[src/rtl/baud_div_pkg.sv]
// rtl/baud_div_pkg.sv - shared constants and helpers for the baud clock divider
package baud_div_pkg;

  localparam int DIV_W_DEF      = 16;
  localparam int DIV_MIN        = 2;
  localparam int DIV_DEF_115200 = 434;

  // High-phase length in whole cycles for divisor d (odd divisors add a half cycle downstream)
  function automatic logic [31:0] half_of(input logic [31:0] d);
    return d >> 1;
  endfunction

endpackage

[src/rtl/div_half_stretch.sv]
// rtl/div_half_stretch.sv - negedge stretch flop and odd/even output select
module div_half_stretch (
  input  logic clk,
  input  logic rst,
  input  logic clk_p,
  input  logic odd,
  output logic clk_out
);

  logic clk_n_q;
  logic clk_n_d;

  // clk_n trails clk_p by half a cycle
  always_comb begin
    clk_n_d = clk_p;
  end

  // Negedge copy of clk_p, cleared asynchronously with everything else
  always_ff @(negedge clk or negedge rst) begin
    if (!rst) begin
      clk_n_q <= 1'b0;
    end else begin
      clk_n_q <= clk_n_d;
    end
  end

  // Odd divisors stretch the high phase by half a cycle; even ones use clk_p directly
  always_comb begin
    clk_out = odd ? (clk_p | clk_n_q) : clk_p;
  end

endmodule

[src/rtl/baud_clk_div.sv]
// rtl/baud_clk_div.sv - programmable 50%-duty clock divider with baud tick
module baud_clk_div
  import baud_div_pkg::*;
#(
  parameter int DIV_W   = DIV_W_DEF,
  parameter int DIV_DEF = DIV_DEF_115200
) (
  input  logic             clk,
  input  logic             rst,
  input  logic             en,
  input  logic [DIV_W-1:0] div_in,
  input  logic             div_load,
  output logic [DIV_W-1:0] div_cur,
  output logic             div_pend,
  output logic             div_err,
  output logic             clk_out,
  output logic             tick
);

  localparam logic [DIV_W-1:0] DIV_RST = DIV_W'(DIV_DEF);
  localparam logic [DIV_W-1:0] DIV_LO  = DIV_W'(DIV_MIN);
  localparam logic [DIV_W-1:0] ONE     = DIV_W'(1);

  logic [DIV_W-1:0] cnt_q, cnt_d;
  logic [DIV_W-1:0] div_cur_q, div_cur_d;
  logic [DIV_W-1:0] pend_val_q, pend_val_d;
  logic             pend_q, pend_d;
  logic             err_q, err_d;
  logic             clk_p_q, clk_p_d;
  logic             tick_q, tick_d;
  logic [DIV_W-1:0] half;
  logic             at_end;
  logic             load_ok;

  // Counter, high-phase register, tick and divisor load/apply decisions
  always_comb begin
    cnt_d      = cnt_q;
    div_cur_d  = div_cur_q;
    pend_val_d = pend_val_q;
    pend_d     = pend_q;
    err_d      = err_q;
    clk_p_d    = clk_p_q;
    tick_d     = 1'b0;
    half       = DIV_W'(half_of(32'(div_cur_q)));
    at_end     = (cnt_q == div_cur_q - ONE);
    load_ok    = (div_in >= DIV_LO);

    if (!en) begin
      cnt_d   = '0;
      clk_p_d = 1'b0;
    end else begin
      tick_d = at_end;
      if (at_end) begin
        // Boundary: new period starts high; a pending divisor takes over here
        cnt_d   = '0;
        clk_p_d = 1'b1;
        if (pend_q) begin
          div_cur_d = pend_val_q;
          pend_d    = 1'b0;
        end
      end else begin
        cnt_d = cnt_q + ONE;
        // Set only at a boundary, so the warm-up run after enable stays low
        if (cnt_q + ONE == half) begin
          clk_p_d = 1'b0;
        end
      end
    end

    // A load on a boundary cycle overrides the pending state just consumed above
    if (div_load) begin
      if (!load_ok) begin
        err_d = 1'b1;
      end else begin
        err_d = 1'b0;
        if (en) begin
          pend_val_d = div_in;
          pend_d     = 1'b1;
        end else begin
          div_cur_d = div_in;
          pend_d    = 1'b0;
        end
      end
    end
  end

  // Posedge state with asynchronous active-low clear
  always_ff @(posedge clk or negedge rst) begin
    if (!rst) begin
      cnt_q      <= '0;
      div_cur_q  <= DIV_RST;
      pend_val_q <= '0;
      pend_q     <= 1'b0;
      err_q      <= 1'b0;
      clk_p_q    <= 1'b0;
      tick_q     <= 1'b0;
    end else begin
      cnt_q      <= cnt_d;
      div_cur_q  <= div_cur_d;
      pend_val_q <= pend_val_d;
      pend_q     <= pend_d;
      err_q      <= err_d;
      clk_p_q    <= clk_p_d;
      tick_q     <= tick_d;
    end
  end

  div_half_stretch u_stretch (
    .clk     (clk),
    .rst     (rst),
    .clk_p   (clk_p_q),
    .odd     (div_cur_q[0]),
    .clk_out (clk_out)
  );

  assign div_cur  = div_cur_q;
  assign div_pend = pend_q;
  assign div_err  = err_q;
  assign tick     = tick_q;

endmodule

[config.mk]
export PLATFORM = sky130hd
export DESIGN_NAME = baud_clk_div
export DESIGN_NICKNAME = d
export VERILOG_FILES = /design/src/rtl/baud_div_pkg.sv /design/src/rtl/div_half_stretch.sv /design/src/rtl/baud_clk_div.sv
export SDC_FILE = /design/constraint.sdc
export NUM_CORES = 1
export LEC_CHECK = 0
export BUFFER_PORTS_ARGS = -buffer_cell sky130_fd_sc_hd__buf_4
export CAP_MARGIN = 20
export CORE_MARGIN = 5
export CORE_UTILIZATION = 30
export DETAILED_ROUTE_END_ITERATION = 10
export MAX_ROUTING_LAYER = met4
export SLEW_MARGIN = 5
export SYNTH_ARGS = -nofsm -noshare
export SYNTH_HDL_FRONTEND = slang
export SYNTH_HIERARCHICAL = 1
export SYNTH_SLANG_ARGS = --single-unit
[constraint.sdc]
create_clock -name clk -period 3.42 [get_ports clk]
set_clock_uncertainty 0.1 [all_clocks]
set_input_delay 0 -clock clk [delete_from_list [all_inputs] [get_ports clk]]
set_output_delay 0 -clock clk [all_outputs]
set_load 0.005 [all_outputs]
==> results of run 1 <==
==> report_power, final <==
group	switching, uW	leakage (uW)	total (uW)	internal [uW]
registers	93.9	0.000658	779	686
logic	139	0.00108	293	154
clock network	219	0.0000518	387	169
total	452	0.00179	1460	1010
==> worst min-delay path by stage <==
| stage | start | to | slack (ps) | cells past startpoint |
|---|---|---|---|---|
| final | rst | cnt_q[2] | 280 | 3 |
| after global routing | div_in[7] | pend_val_q[7] | 340 | 4 |
| after CTS | rst | div_pend | 320 | 3 |
| after detailed placement | rst | cnt_q[3] | 80 | 2 |
| after global placement | rst | cnt_q[0] | 70 | 2 |
| after floorplan | rst | clk_p_q | -400 | 0 |
==> cells in the mapped netlist (2+ instances only) <==
cell type	count
a22oi_1	2
dfstp_2	5
nand4b_1	2
a21oi_1	20
buf_4	4
nor2_1	39
o211ai_1	4
nor4_1	12
xor2_1	17
nand2_1	53
or4_1	2
nor3_1	6
ha_1	2
and3_1	2
mux2i_1	17
o311ai_0	2
nand4_1	5
buf_6	3
clkbuf_2	2
clkbuf_1	11
or3_1	2
nand3_1	14
dfrtp_1	47
o211a_1	3
mux2_2	2
a21o_1	3
buf_2	6
inv_1	12
nor4_4	2
xnor2_1	30
==> sequential cells by signal, indices dropped and copies added, names as in the netlist <==
| name | count |
|---|---|
| cnt_q | 16 |
| div_cur | 16 |
| pend_val_q | 16 |
| clk_p_q | 1 |
| div_err | 1 |
| div_pend | 1 |
| tick | 1 |
| u_stretch/clk_n_q | 1 |
==> tightest hold or removal path, delay by kind of cell <==
family | cells | cell delay [ps]
buf+inv | 3 | 1170
==> cell type report <==
type	count	area, sq um	share of cell area
multi-input cells	265	1730	0.443
clock buffers	6	82.6	0.0212
repair buffers	63	520	0.133
clock inverters	2	17.5	0.00449
inverters	12	45.0	0.0115
well taps	140	175	0.0449
flip-flops and latches	53	1330	0.341
==> routing by layer <==
layer / global-route usage / wire, microns / vias to the layer above
li1: - / - / 1308
met1: 0.181 / 3910 / 1274
met2: 0.215 / 3890 / 44
met3: 0.0190 / 203 / 6
met4: 0.0269 / 66 / 0
met5: - / 0 / -
==> metrics by stage <==
stage          power (uW)  setup WS, ps  hold WS [ps]
2_1_floorplan         947           796          -396
3_3_place_gp         1060           332          74.2
3_5_place_dp         1070           304          80.5
4_1_cts              1480           278           319
5_1_grt              1540          50.9           342
6_report             1460           307           278
==> cells by family (layout without fill, tap and decap cells) <==
family / Yosys count / in the layout / share of synthesized area
and+or+nand+nor: 151 / 151 / 0.238
DFF: 53 / 53 / 0.409
xor gates and xnor gates: 47 / 47 / 0.126
AOI/OAI and AO/OA: 46 / 46 / 0.0999
buffers and inverters: 39 / 83 / 0.0595
muxes: 19 / 19 / 0.0592
adders and majority gates: 2 / 2 / 0.00768
==> impl_metrics.py, run 1 <==
metrics = {
    "final_layout": {
        "design_area_sq_um": 3900,
        "syn2layout_area_growth_pct": 19.9,
        "final_common_cell": "nand2_1",
        "finish.utilization": 0.363,
        "diodes": 0,
        "mostFrequentLayoutCells": "nand2_1, dfrtp_1, buf_4",
        "post_route_cells_drive_above_1_share": 0.175,
        "fillers": 1114,
        "finalNonFillerCells": 541,
        "nets": 422,
    },
    "timing": {
        "finalCriticalPeriod_ps": 3110,
        "max_freq_ghz": 0.321,
        "slew_violations": 0,
        "hold_viol": 0,
        "fin_crit_sh": 0.910,
        "finalSetupTns_ps": 0,
        "maxSlewHeadroom": 0.287,
        "tightest_slew_ps": 1070,
        "setup_violations": 0,
        "grt_setup_unrepaired": "no",
    },
    "yosys": {
        "synth_nets": 379,
        "yosys_warnings": 6,
        "synth_cells": 357,
        "syn_area_sq_um": 3260,
        "synth_top_area_frac": 0.361,
        "synth_ff_type": "dfrtp_1",
        "yosys-top-cells-area": "dfrtp_1, xnor2_1, nand2_1",
        "syn_avg_cell_area_sq_um": 9.12,
        "synth-async-reset-ratio": 1.00,
        "synth-edff-count": 0,
        "yosysSeqAreaShare": 0.409,
        "synth_top_area_cell": "dfrtp_1",
        "ys_ff_latch": 53,
        "ys_types": 56,
    },
    "global_route": {
        "grt_pass1_wl_microns": 13600,
        "antenna_found_initial": 0,
        "grt_max_degree": 53,
        "grt_use_total": 0.134,
        "grt_pass1_vias": 2639,
        "grt-ovfl-total": 0,
    },
    "clock_tree": {
        "cts_made_buffers": 5,
        "cts-root-buf": "clkbuf_8",
        "clk_latency_ps": 310,
        "h-tree-depth": 2,
        "cts_tree": "done",
        "path_clk_slew_ps": 90,
        "hold_buffers": 19,
        "cts_setup_buffers": 0,
        "cts_buffer_depth": 2,
        "cts-resized-gates": 0,
        "cts_num_sinks": 53,
    },
    "setup_path": {
        "critPathMaxStageDelay_ps": 580,
        "crit_start": "cnt_q[0]",
        "crit_type": "flip-flop to flip-flop",
        "rr_endpoint": "clk_p_q",
        "end_kind": "flip-flop",
        "critical-path-top-delay-family": "simple AND/OR/NAND/NOR gates",
        "cp_slowest_cell": "o41ai_1",
        "crit_fanout": 6,
        "cp.buffers_inverters": 0,
        "rr_worst_depth": 8,
        "critPathLaunchType": "flip-flop",
        "cp-endpoint": "clk_p_q",
        "path_cells": "ha_1 -> nand3_1 -> nor3_1 -> xnor2_1 -> o211ai_1 -> or4_1 -> o41ai_1 -> a21oi_1",
        "cp.depth": 8,
        "worstReg2RegStart": "cnt_q[0]",
        "rrSetupSlack_ps": 310,
        "cp.required_ps": 3500,
        "worstPathArrival_ps": 3190,
    },
    "flow_run": {
        "drv_cap": 0,
    },
    "floorplanning": {
        "dieArea_sq_um": 13000,
        "die_h_microns": 114,
        "fp.dieW_microns": 114,
        "rows": 38,
        "io_pins": 40,
        "core_area_sq_um": 10700,
        "start_util": 0.303,
    },
    "pwr": {
        "irDropWorstVdd_v": 0.000171,
        "power_leakage_uw": 0.00179,
        "p_per_area_nw_per_um2": 374,
    },
    "outcome": {
        "outcome": "finished clean",
    },
    "routing": {
        "wl_per_cell_microns": 14.9,
        "drt-total-wl_microns": 8070,
        "drc": 0,
        "drtIter0Drc": 155,
        "antenna_left": 0,
        "drt-pass1-iter-count": 4,
        "vias_per_cell": 4.87,
        "num_vias": 2632,
    },
    "placed_design": {
        "dp_cells": 514,
        "globalplace.congestion": 0.903,
        "portBuffers": 39,
        "place_hpwl_microns": 5970,
        "placed_area_sq_um": 3610,
    },
    "hold_path": {
        "hold_class": "input pin to asynchronous set/reset pin",
    },
}
Note: power is estimated with default switching activity, not from simulation.
==> run 2: changes to the inputs <==
--- a/config.mk
+++ b/config.mk
@@ -7,10 +7,13 @@
 export LEC_CHECK = 0
 export BUFFER_PORTS_ARGS = -buffer_cell sky130_fd_sc_hd__buf_4
 export CAP_MARGIN = 20
+export CELL_PAD_IN_SITES_DETAIL_PLACEMENT = 0
+export CELL_PAD_IN_SITES_GLOBAL_PLACEMENT = 1
 export CORE_MARGIN = 5
 export CORE_UTILIZATION = 30
 export DETAILED_ROUTE_END_ITERATION = 10
 export MAX_ROUTING_LAYER = met4
+export PLACE_DENSITY_LB_ADDON = 0.1
 export SLEW_MARGIN = 5
 export SYNTH_ARGS = -nofsm -noshare
 export SYNTH_HDL_FRONTEND = slang
==> run 2 against run 1 <==
Effect of this change: die area unchanged; largest cell class unchanged; cell count up 0.74%; critical endpoint is now div_cur[13]; maximum frequency up 4.6%; flip-flop and latch count is the same; sequential share of layout area fell by 0.26 points; combinational power increased by 5%; hold slack got worse by 11 ps; utilization grew 0.28 points.
==> impl_metrics.py, run 2 (synthesized netlist as in run 1, its figures left out) <==
metrics = {
    "setup_path": {
        "end_kind": "flip-flop",
        "crit_type": "flip-flop to flip-flop",
        "cp_slowest_cell": "dfrtp_1",
        "crit_fanout": 16,
        "critPathMaxStageDelay_ps": 550,
        "worstPathArrival_ps": 3070,
        "cp.required_ps": 3520,
        "path_cells": "nor4_2 -> nand4_1 -> or4bb_1 -> nand3_1 -> nand4_4 -> mux2i_1 -> a21oi_1",
        "critPathLaunchType": "flip-flop",
    },
    "flow_run": {
        "drv_cap": 0,
    },
    "final_layout": {
        "syn2layout_area_growth_pct": 20.8,
        "nets": 426,
        "post_route_cells_drive_above_1_share": 0.183,
        "final_common_cell": "nand2_1",
        "diodes": 0,
        "mostFrequentLayoutCells": "nand2_1, buf_4, dfrtp_1",
        "finalNonFillerCells": 545,
    },
    "routing": {
        "vias_per_cell": 4.92,
        "drt-total-wl_microns": 9220,
        "drt-pass1-iter-count": 4,
        "num_vias": 2683,
        "wl_per_cell_microns": 16.9,
        "drc": 0,
        "drtIter0Drc": 168,
        "antenna_left": 0,
    },
    "global_route": {
        "antenna_found_initial": 0,
        "grt_max_degree": 53,
        "grt_use_total": 0.152,
        "grt_pass1_vias": 2670,
        "grt_pass1_wl_microns": 14900,
        "grt-ovfl-total": 0,
    },
    "floorplanning": {
        "start_util": 0.303,
        "die_h_microns": 114,
        "dieArea_sq_um": 13000,
        "rows": 38,
        "io_pins": 40,
        "core_area_sq_um": 10700,
        "fp.dieW_microns": 114,
    },
    "pwr": {
        "power_leakage_uw": 0.00181,
        "irDropWorstVdd_v": 0.000175,
        "p_per_area_nw_per_um2": 379,
        "power.total_uw": 1490,
    },
    "timing": {
        "worst_hold_slack_ps": 267,
        "maxSlewHeadroom": 0.516,
        "max_freq_ghz": 0.336,
        "setup_violations": 0,
        "fin_crit_sh": 0.870,
        "slew_violations": 0,
        "tightest_slew_ps": 726,
        "grt_setup_unrepaired": "no",
        "finalCriticalPeriod_ps": 2980,
        "setup_slack_ps": 445,
        "hold_viol": 0,
        "finalSetupTns_ps": 0,
    },
    "placed_design": {
        "dp_cells": 518,
        "globalplace.congestion": 0.759,
        "place_ws_ps": 397,
        "portBuffers": 39,
        "place_hpwl_microns": 6540,
    },
    "clock_tree": {
        "cts_tree": "done",
        "cts_num_sinks": 53,
        "cts-root-buf": "clkbuf_8",
        "cts_made_buffers": 5,
        "clk_latency_ps": 320,
        "path_clk_slew_ps": 110,
        "h-tree-depth": 2,
        "cts_buffer_depth": 2,
    },
    "outcome": {
        "outcome": "finished clean",
    },
    "hold_path": {
        "hold_class": "input pin to asynchronous set/reset pin",
    },
}
## run 2: cell count changes in the layout (fill, tap and decap cells not counted)
cell	before	now
buf_4	44	48
## run 2: per-layer routing
layer / wire length (microns) / up-vias / GRT usage
met5: 0 / - / -
met4: 44 / 0 / 0.0238
met3: 307 / 4 / 0.0270
met2: 4470 / 50 / 0.242
met1: 4410 / 1303 / 0.206
li1: - / 1326 / -
## run 2: worst paths after layout
check | start | endpoint | slack [ps] | cells after the start
min | rst | cnt_q[2] | 270 | 3
max reg2reg | div_cur[3] | div_cur[13] | 440 | 7
max | div_cur[3] | div_cur[13] | 440 | 7
max in group asynchronous | rst | u_stretch/clk_n_q | 1600 | 2
min in group clk | div_in[10] | pend_val_q[10] | 320 | 4
min reg2reg | pend_val_q[4] | pend_val_q[4] | 380 | 2
## run 2: layout make-up
cell class | instances | area [sq um]
clock buffers | 6 | 82.6
clock inverters | 2 | 17.5
fillers | 1164 | 6810
inverters | 12 | 45.0
multi-input cells | 265 | 1730
flip-flops and latches | 53 | 1330
well taps | 140 | 175
repair buffers | 67 | 551
## run 2: power breakdown
| part | internal (uW) | switching (uW) | leakage, uW | total [uW] |
|---|---|---|---|---|
| clock | 169 | 237 | 0.0000518 | 406 |
| combinational | 160 | 149 | 0.00110 | 308 |
| sequential | 686 | 92.5 | 0.000658 | 778 |
## run 2: critical path, delay by kind of cell (launching register included)
family / cells / cell delay [ps]
mux: 1 / 270
flops: 1 / 550
compound gates: 1 / 90
simple gates: 5 / 1830
## run 2: what timing repair did
action	4_1_cts	5_1_grt
resized for setup	0	0
endpoints found under the hold margin	84	0
setup buffers	0	0
hold buffers	19	0
## run 2: stage by stage
stage	area [sq um]	util
2_1_floorplan	3260	-
3_3_place_gp	3640	0.339
3_5_place_dp	3640	0.339
4_1_cts	3930	0.366
5_1_grt	3930	0.366
6_report	3930	0.366
==> run 3: changes to the inputs <==
--- a/config.mk
+++ b/config.mk
@@ -13,7 +13,7 @@
 export CORE_UTILIZATION = 30
 export DETAILED_ROUTE_END_ITERATION = 10
 export MAX_ROUTING_LAYER = met4
-export PLACE_DENSITY_LB_ADDON = 0.1
+export PLACE_DENSITY_LB_ADDON = 0.12
 export SLEW_MARGIN = 5
 export SYNTH_ARGS = -nofsm -noshare
 export SYNTH_HDL_FRONTEND = slang
==> run 3 against run 2 <==
Effect of this change: setup slack worse by 42 ps; cell area barely moved; maximum frequency fell by 1.4%; largest power group unchanged; register-to-register slack worse by 40 ps; non-clock buffer count unchanged; combinational power barely moved; global-route usage about the same; via count shrank 0.52%; flip-flop and latch count did not move.
==> impl_metrics.py, run 3 (synthesized netlist as in run 1, its figures left out) <==
metrics = {
    "floorplanning": {
        "fp.dieW_microns": 114,
        "io_pins": 40,
        "dieArea_sq_um": 13000,
        "core_area_sq_um": 10700,
        "start_util": 0.303,
        "rows": 38,
        "die_h_microns": 114,
    },
    "final_layout": {
        "finish.utilization": 0.366,
        "post_route_cells_drive_above_1_share": 0.183,
        "finalNonFillerCells": 545,
        "diodes": 0,
        "nets": 426,
        "syn2layout_area_growth_pct": 20.7,
        "final_common_cell": "nand2_1",
        "mostFrequentLayoutCells": "nand2_1, buf_4, dfrtp_1",
    },
    "timing": {
        "tightest_slew_ps": 710,
        "grt_setup_unrepaired": "no",
        "max_freq_ghz": 0.331,
        "finalCriticalPeriod_ps": 3020,
        "maxSlewHeadroom": 0.527,
        "setup_violations": 0,
        "hold_viol": 0,
        "finalSetupTns_ps": 0,
        "slew_violations": 0,
        "fin_crit_sh": 0.882,
    },
    "setup_path": {
        "crit_type": "flip-flop to flip-flop",
        "critical-path-top-delay-family": "simple AND/OR/NAND/NOR gates",
        "cp.required_ps": 3530,
        "worstPathArrival_ps": 3120,
        "path_cells": "nor4_2 -> nand4_1 -> or4bb_1 -> nand3_1 -> nand4_4 -> mux2i_1 -> a21oi_1",
        "cp_slowest_cell": "dfrtp_1",
        "critPathMaxStageDelay_ps": 550,
        "crit_fanout": 16,
        "critPathLaunchType": "flip-flop",
        "cp.buffers_inverters": 0,
        "end_kind": "flip-flop",
    },
    "clock_tree": {
        "h-tree-depth": 2,
        "cts_made_buffers": 5,
        "cts-root-buf": "clkbuf_8",
        "cts_buffer_depth": 2,
        "cts_tree": "done",
        "cts-resized-gates": 0,
        "cts_num_sinks": 53,
        "path_clk_slew_ps": 110,
        "clk_latency_ps": 320,
    },
    "routing": {
        "drt-pass1-iter-count": 4,
        "drt-total-wl_microns": 9150,
        "wl_per_cell_microns": 16.8,
        "drc": 0,
        "vias_per_cell": 4.90,
        "drtIter0Drc": 136,
        "num_vias": 2669,
        "antenna_left": 0,
    },
    "placed_design": {
        "dp_cells": 518,
        "place_hpwl_microns": 6530,
        "globalplace.congestion": 0.787,
        "portBuffers": 39,
    },
    "hold_path": {
        "hold_class": "input pin to asynchronous set/reset pin",
    },
    "outcome": {
        "outcome": "finished clean",
    },
    "pwr": {
        "p_per_area_nw_per_um2": 378,
        "power_leakage_uw": 0.00181,
        "irDropWorstVdd_v": 0.000280,
        "power.total_uw": 1490,
    },
    "global_route": {
        "grt-ovfl-total": 0,
        "antenna_found_initial": 0,
        "grt_max_degree": 53,
        "grt_use_total": 0.151,
        "grt_pass1_vias": 2704,
        "grt_pass1_wl_microns": 15000,
    },
    "flow_run": {
        "drv_cap": 0,
    },
}
## run 3: changes by cell type in the layout (fill, tap and decap cells not counted), sizes merged
cell      previous run  this run
clkinv               1         0
clkinvlp             0         1
## run 3: stage by stage
step                      setup WS (ps)  hold slack, ps  cell area, sq um
after floorplan                     796            -396              3260
after global placement              362             104              3640
after detailed placement            361             110              3640
after CTS                           332             300              3930
after global routing                138             323              3930
final                               403             264              3930
## run 3: layout make-up
cell class	instances	area (sq um)
inverters	12	45.0
repair buffers	67	551
multi-input cells	265	1730
well taps	140	175
fillers	1158	6810
clock buffers	6	82.6
clock inverters	2	16.3
flip-flops and latches	53	1330
## run 3: path summary, 6_finish.rpt
kind,end,depth (start not counted),slack (ps),from
max reg2reg,div_cur[12],7,400,div_cur[2]
min in group clk,pend_val_q[0],4,320,div_in[0]
max in group asynchronous,u_stretch/clk_n_q,2,1590,rst
min,clk_p_q,3,260,rst
max,div_cur[12],7,400,div_cur[2]
min reg2reg,pend_val_q[6],2,380,pend_val_q[6]
## run 3: tightest hold or removal path: cells and delay by family
family                 cells  cell delay, ps
buffers and inverters      3            1190
## run 3: timing repair
item	CTS	global route
hold endpoints to repair	84	0
setup buffers	0	0
hold buffers	19	0
## run 3: report_power, final
part | internal [uW] | switching, uW
registers | 686 | 91.4
clock network | 168 | 236
logic | 159 | 147
total | 1010 | 475
## run 3: layer usage
layer  global-route usage  part of all wire  vias to the layer above
li1                     -                 -                     1319
met4               0.0333            0.0089                        0
met5                    -                 0                        -
met2                0.233              0.45                       37
met1                0.210              0.51                     1305
met3               0.0243             0.023                        8
